==> config.mk <==
export PLATFORM = sky130hd
export DESIGN_NAME = led8_pattern_seq
export DESIGN_NICKNAME = d
export VERILOG_FILES = /design/src/rtl/led8_pkg.sv /design/src/rtl/led8_prescaler.sv /design/src/rtl/led8_pattern_seq.sv
export SDC_FILE = /design/constraint.sdc
export NUM_CORES = 1
export LEC_CHECK = 0
export CORE_UTILIZATION = 55
export DETAILED_ROUTE_END_ITERATION = 16
export HOLD_SLACK_MARGIN = 0.1
export PLACE_DENSITY = 0.79
export SYNTH_ARGS = -nofsm -noshare
export SYNTH_HDL_FRONTEND = slang
export SYNTH_SLANG_ARGS = --single-unit
==> constraint.sdc <==
create_clock -name clk -period 3.8 [get_ports clk]
set_input_delay 0.57 -clock clk [delete_from_list [all_inputs] [get_ports clk]]
set_output_delay 0.57 -clock clk [all_outputs]
set_load 0.02 [all_outputs]
==> src/rtl/led8_pkg.sv <==
// Shared types and constants for the eight-LED pattern sequencer.
`timescale 1ns/1ps
package led8_pkg;

  localparam int LED_W = 8;

  localparam logic [1:0] MODE_L2R   = 2'd0;
  localparam logic [1:0] MODE_R2L   = 2'd1;
  localparam logic [1:0] MODE_FILL  = 2'd2;
  localparam logic [1:0] MODE_BLINK = 2'd3;

  typedef enum logic {
    IDLE = 1'b0,
    RUN  = 1'b1
  } state_t;

endpackage

==> src/rtl/led8_prescaler.sv <==
// Step prescaler: one tick every DIV enabled cycles.
`timescale 1ns/1ps
module led8_prescaler #(
  parameter int DIV = 4
) (
  input  logic clk,
  input  logic reset,
  input  logic en,
  input  logic clr,
  output logic tick
);

  localparam int CW = (DIV > 2) ? $clog2(DIV) : 1;
  localparam logic [CW-1:0] LAST = CW'(DIV - 1);

  logic [CW-1:0] cnt;

  always_ff @(posedge clk) begin
    if (reset) begin
      cnt <= '0;
    end else if (clr) begin
      cnt <= '0;
    end else if (en) begin
      if (cnt == LAST) cnt <= '0;
      else             cnt <= cnt + CW'(1);
    end
  end

  // a clear in the same cycle swallows the tick
  assign tick = en && !clr && (cnt == LAST);

endmodule

==> src/rtl/led8_pattern_seq.sv <==
// Eight-LED pattern sequencer: L2R, R2L, FILL and BLINK passes.
`timescale 1ns/1ps
module led8_pattern_seq
  import led8_pkg::*;
#(
  parameter int DIV = 4
) (
  input  logic             clk,
  input  logic             reset,
  input  logic             en,
  input  logic             hold,
  input  logic             mode_req,
  input  logic [1:0]       mode_sel,
  output logic [LED_W-1:0] LED8,
  output logic [1:0]       mode,
  output logic             step,
  output logic             wrap
);

  state_t           state_q, state_d;
  logic [1:0]       mode_q, mode_d;
  logic [2:0]       idx_q, idx_d;
  logic [LED_W-1:0] led_q, led_d;
  logic             step_q, step_d;
  logic             wrap_q, wrap_d;
  logic [LED_W-1:0] pat;
  logic             tick;
  logic             psc_en;
  logic             psc_clr;

  assign psc_en  = en && (state_q == RUN);
  assign psc_clr = (state_q == IDLE) || mode_req;

  led8_prescaler #(
    .DIV (DIV)
  ) u_psc (
    .clk   (clk),
    .reset (reset),
    .en    (psc_en),
    .clr   (psc_clr),
    .tick  (tick)
  );

  always_ff @(posedge clk) begin
    if (reset) begin
      state_q <= IDLE;
      mode_q  <= MODE_L2R;
      idx_q   <= 3'd0;
      led_q   <= '0;
      step_q  <= 1'b0;
      wrap_q  <= 1'b0;
    end else begin
      state_q <= state_d;
      mode_q  <= mode_d;
      idx_q   <= idx_d;
      led_q   <= led_d;
      step_q  <= step_d;
      wrap_q  <= wrap_d;
    end
  end

  always_comb begin
    state_d = state_q;
    mode_d  = mode_q;
    idx_d   = idx_q;
    step_d  = 1'b0;
    wrap_d  = 1'b0;
    unique case (state_q)
      IDLE: begin
        if (en) begin
          state_d = RUN;
          mode_d  = MODE_L2R;
          idx_d   = 3'd0;
          step_d  = 1'b1;
        end
      end
      RUN: begin
        if (mode_req) begin
          mode_d = mode_sel;
          idx_d  = 3'd0;
          step_d = 1'b1;
          wrap_d = 1'b1;
        end else if (tick) begin
          idx_d  = idx_q + 3'd1;
          step_d = 1'b1;
          if (idx_q == 3'd7) begin
            wrap_d = 1'b1;
            if (!hold) mode_d = mode_q + 2'd1;
          end
        end
      end
      default: state_d = IDLE;
    endcase
  end

  // decode from the next mode/idx so LED8 lands with the new step
  always_comb begin
    pat = '0;
    unique case (mode_d)
      MODE_L2R:   pat = 8'h80 >> idx_d;
      MODE_R2L:   pat = 8'h01 << idx_d;
      MODE_FILL:  pat = 8'hFF << (3'd7 - idx_d);
      MODE_BLINK: pat = idx_d[0] ? 8'h00 : 8'hFF;
      default:    pat = '0;
    endcase
    led_d = (state_d == RUN) ? pat : '0;
  end

  always_comb begin
    LED8 = led_q;
    mode = mode_q;
    step = step_q;
    wrap = wrap_q;
  end

endmodule

Yosys cells after proc, flatten, opt, wreduce, memory -nomap -nowiden
Cells that the tools add are included.
Widths: inputs -> output; s select.

operators by class
  add/sub/neg operators = 4
  equal/unequal tests = 5
  shift operators = 3
  muxes and demuxes = 21
  bitwise operators = 2
  reductions and logical operators = 9

operators by type and width
  operator             number
  $pmux 8 s4           1
  $mux 2               6
  $mux 3               3
  $mux 8               1
  $shl 1x3->8 const A  1
  $shl 8x3->8 const A  1
  $shr 8x3->8 const A  1
  $mux 1               7
  $eq 2x2->1 const B   3
  $pmux 3 s2           1
  $reduce_or 2->1      3
  $add 2x1->2 const B  2
  $pmux 2 s2           1
  $add 3x1->3 const B  1
  $eq 3x3->1 const B   1
  $logic_and 1x1->1    3
  $sub 3x3->3 const A  1
  $eq 2x1->1 const B   1
  $logic_not 2->1      1
  $not 1->1            2
  $pmux 1 s2           1
  $logic_not 1->1      1
  $logic_or 1x1->1     1

storage, ports and cells
  bits in registers = 18
  input bits = 7
  output and inout port bits = 12
  logic and storage cells = 51

Logic depth before layout (Yosys ltp)
  depth after elaboration = 11
  mapped depth = 9
  mapped depth without buffers = 8

Cells and area by module
A second synthesis with hierarchy kept.

unflattened totals
  cells, all modules = 104
  area, all modules = 983.4 µm²

by module, submodules not included
  module            times used  cells each  area each (µm²)  seq. area each (µm²)
  led8_pattern_seq  1           95          879.6            320.3
  led8_prescaler    1           9           103.8            40.0

Worst setup path before layout
Ideal clock, no wire load.

  path type = in2reg
  from = input en
  to = register led_q[5] (netlist: LED8[5])
  library setup time = 0.132 ns
  data arrival time = 1.726 ns
  data required time = 3.668 ns
  setup slack = 1.942 ns
  stages = 7
  path buffers = 1
  path through = buf_6 -> and3b_1 -> nor2_1 -> nor3_2 -> o21ai_0 -> a211oi_1 -> a211oi_1

on the way
  cells in the longest elaborated chain, start to end = 9
  elaborated cells on any way between the ends = 25
  classes of those cells = add/sub: 1; eq/ne: 3; shift: 3; mux: 12; bitwise: 1; reduce/logical: 5

RTL lines
  what                            line                     text
  start: declaration              led8_pattern_seq.sv:10   input logic en,
  $logic_and 1x1->1               led8_pattern_seq.sv:31   assign psc_en = en && (state_q == RUN);
  $logic_and 1x1->1 (2 in a row)  led8_prescaler.sv:30     assign tick = en && !clr && (cnt == LAST);
  $mux 3                          led8_pattern_seq.sv:83   end else if (tick) begin
  $mux 3                          led8_pattern_seq.sv:78   if (mode_req) begin
  $pmux 3 s2                      led8_pattern_seq.sv:68   unique case (state_q)
  $sub 3x3->3                     led8_pattern_seq.sv:102  MODE_FILL: pat = 8'hFF << (3'd7 - idx_d);
  $shl 8x3->8                     led8_pattern_seq.sv:102
  $pmux 8 s4                      led8_pattern_seq.sv:99   unique case (mode_d)
  end signal: assignment          led8_pattern_seq.sv:56   led_q <= led_d;
  end: declaration                led8_pattern_seq.sv:23   logic [LED_W-1:0] led_q, led_d;

Several ways; a longest one is shown, not always the timed one.
A chain may end at the register's enable or synchronous reset.

Final worst setup path
Same ends and word-level chain as after synthesis.

==> results.txt <==
Post-Synthesis Cells: 126
Ant. Diodes: 0
Adder-cell share of the synthesized area: 3.49%
Via density: 5.73
Drt first-iter violations: 21
Largest family of logic cells by synthesized area: simple AND/OR/NAND/NOR gates
Initial Util: 60.3%
Worst-Skew Late Latency: 0.28 ns
Via count: 945
Setup CP Type: in2reg
Max-cap violation count: 0
Mapped Nets: 136
Cell leakage power: 0.459 nW
Initial antenna violation count: 0
Cts bufs inserted: 3
Crit share post-route: 63.4%
F_max: 415 MHz
Crit path max-delay family: simple AND/OR/NAND/NOR gates
Status: completed
Synth warn: 0
Clock root cell: clkbuf_4
Number of cells upsized or downsized after cts: 0
CTS tree: built
Setup repair bufs after CTS: 0
Post-cts hold buffer count: 0
Worst setup margin: 1.39 ns
Synth Area in XOR/XNOR: 0%
Startpoint Class: input pin
Synth cell types: 46
Ports: 19
Avg WL per Cell: 12.0 um
FFs w/ async S/R, synth: 0%
Crit path required time: 3.97 ns
DIE AREA: 0.00213 mm2
CP max-delay cell: clkdlybuf4s50_1
Reg clk slew, reported paths: 0.10 ns
Row cnt: 15
First-pass GRT wire length: 3.44 mm
Synth-to-Final Area Change: 16.8%
Clock Skew: 0.00479 ns
Power per cell area: 288 mW/mm2
Worst-Margin Slew: 0.576 ns
Period minus WS final: 2.41 ns
Synth Area per Inst: 8.53 um2
Slew Limit Fails: 0
Synthesized area: 0.00107 mm2
Data arrival time of the worst path: 2.58 ns
Final net count: 151
Die W: 46.2 um
RSZ-0062 raised after global routing: no
CTS H-Tree Depth: 1
Most used cell, CP: a211oi_1
Worst slack at placement: 1.08 ns
Antenna viol nets, final: 0
Crit path largest cell delay: 0.71 ns
Mux share of post-synthesis cell area: 0.931%
# setup viols final: 0
Post-synthesis register bit count: 18
Prevailing post-synth register cell: dfxtp_1
CTS sink cnt: 18
Layout cell share with drive strength beyond 1: 12.9%
Crit-path max FO: 10
Post-Synth Simple-Gate Area: 31.9%
Slew headroom: 61.4%
Min-delay worst type: reg2reg
Post-synth EDFFs: 0
Peak VDD IR: 0.000208 V
Worst Setup End Kind: flop
RePlAce Congestion: 0.891
Crit-path cells: clkdlybuf4s50_1, and3b_1, nor2_1, nor3_2, o21ai_0, a211oi_1, a211oi_1
Post-synthesis sequential area ratio: 33.5%
Largest net degree at the start of global routing: 15
Synth Area in Compound Gates: 22.1%
GRT Total Usage: 22.1%
Max Buffers Root-to-Sink: 2
Final hold vios: 0
CORE AREA: 0.00178 mm2
Detailed Route WL: 1.98 mm
WP buf/inv: 1
First-pass iteration count of the detailed router: 4
Number of global-route vias before repair: 796
DRC violations left: 0
Final setup TNS: 0 ns
Grt ovf: 0
I/O Buffers: 18
Die Y: 46.2 um
Placed wire-length estimate: 1.49 mm
logic make-up (layout without fill, tap and decap cells):
| group | Yosys count | in the layout |
|---|---|---|
| buffers and inverters | 12 | 26 |
| multiplexers | 1 | 1 |
| adder cells (fa/ha/maj) | 3 | 3 |
| flip-flops | 18 | 18 |
| AO/OA/AOI/OAI | 36 | 36 |
| AND/OR/NAND/NOR | 56 | 56 |
metrics by stage:
| stage | total power, mW | util (%) | area (um2) | cells | hold slack (ns) |
|---|---|---|---|---|---|
| finish | 0.362 | 70.4 | 1250 | 165 | 0.509 |
| CTS | 0.365 | 70.4 | 1250 | 165 | 0.518 |
| detailed placement | 0.250 | 68.4 | 1220 | 161 | 0.490 |
| global route | 0.378 | 70.4 | 1250 | 165 | 0.561 |
| global placement | 0.250 | 68.4 | 1220 | 161 | 0.480 |
| floorplan | 0.236 | - | 1070 | 126 | 0.465 |
power by group:
group | total [mW] | switching, mW | internal, mW
clock network | 0.115 | 0.0571 | 0.0583
registers | 0.198 | 0.00453 | 0.193
logic | 0.0487 | 0.0267 | 0.0220
total | 0.362 | 0.0884 | 0.273
routing by layer:
layer,up-vias,GRT usage (%),wire (um)
met5,-,0,0
met4,0,5.88,15
met3,2,3.92,91
met2,27,34.6,941
met1,434,31.0,929
li1,482,-,-
tightest hold or removal path: stages, from the launching register on:
cell and delay [ns]:
dfxtp_1 0.35, mux2i_1 0.07, nor2_1 0.07
path summary, 6_finish.rpt:
check	startpoint	end	slack (ns)	cells after the start
worst min-delay path	u_psc.cnt[1]	u_psc.cnt[1]	0.51	2
worst min register to register	u_psc.cnt[1]	u_psc.cnt[1]	0.51	2
worst max-delay path	en	LED8[5]	1.39	7
worst max register to register	u_psc.cnt[0]	LED8[5]	1.66	7
flip-flops by register name, indices dropped and copies added, names as in the netlist:
signal and flops:
step 1, LED8 8, mode 2, state_q 1
idx_q 3, wrap 1, u_psc.cnt 2
synth_stat cells, types with 2 or more instances:
master / instances / area share (%)
a211oi_1: 4 / 2.8
a21oi_1: 11 / 5.1
a31oi_1: 6 / 3.5
a32oi_1: 2 / 1.6
and2_1: 2 / 1.2
and3b_1: 2 / 1.6
buf_2: 2 / 0.93
buf_6: 5 / 5.2
dfxtp_1: 18 / 34
ha_1: 3 / 3.5
inv_1: 2 / 0.70
nand2_1: 5 / 1.7
nand3_1: 2 / 0.93
nor2_1: 20 / 7.0
nor2b_1: 4 / 2.3
nor3_1: 3 / 1.4
nor3_2: 2 / 1.9
o21ai_0: 3 / 1.4
or2b_1: 2 / 1.4
or3_1: 2 / 1.2
layout by cell type, fill, tap and decap left out, drive strengths merged:
master,count
nor2,21
dfxtp,18
clkdlybuf4s50,18
a21oi,11
a31oi,6
nand2,5
nor3,5
nor2b,4
a211oi,4
o21ai,4
clkbuf,4
ha,3
and2,3
inv,3
or3,3
nand3,3
and3b,2
a32oi,2
or2b,2
nand2b,2
nor4,2
a22oi,2
a21boi,1
a211o,1
nand4bb,1
o211ai,1
o211a,1
o2111ai,1
nand3b,1
a21o,1
or2,1
o21bai,1
nand4,1
mux2i,1
buf,1
final cells by class:
type	instances	area [um2]
multi-input cells	96	628
fillers	152	528
flip-flops and latches	18	360
repair buffers	19	188
clock buffers	4	36.3
well taps	25	31.3
inverters	3	11.3
Note: power is estimated with default switching activity, not from simulation.
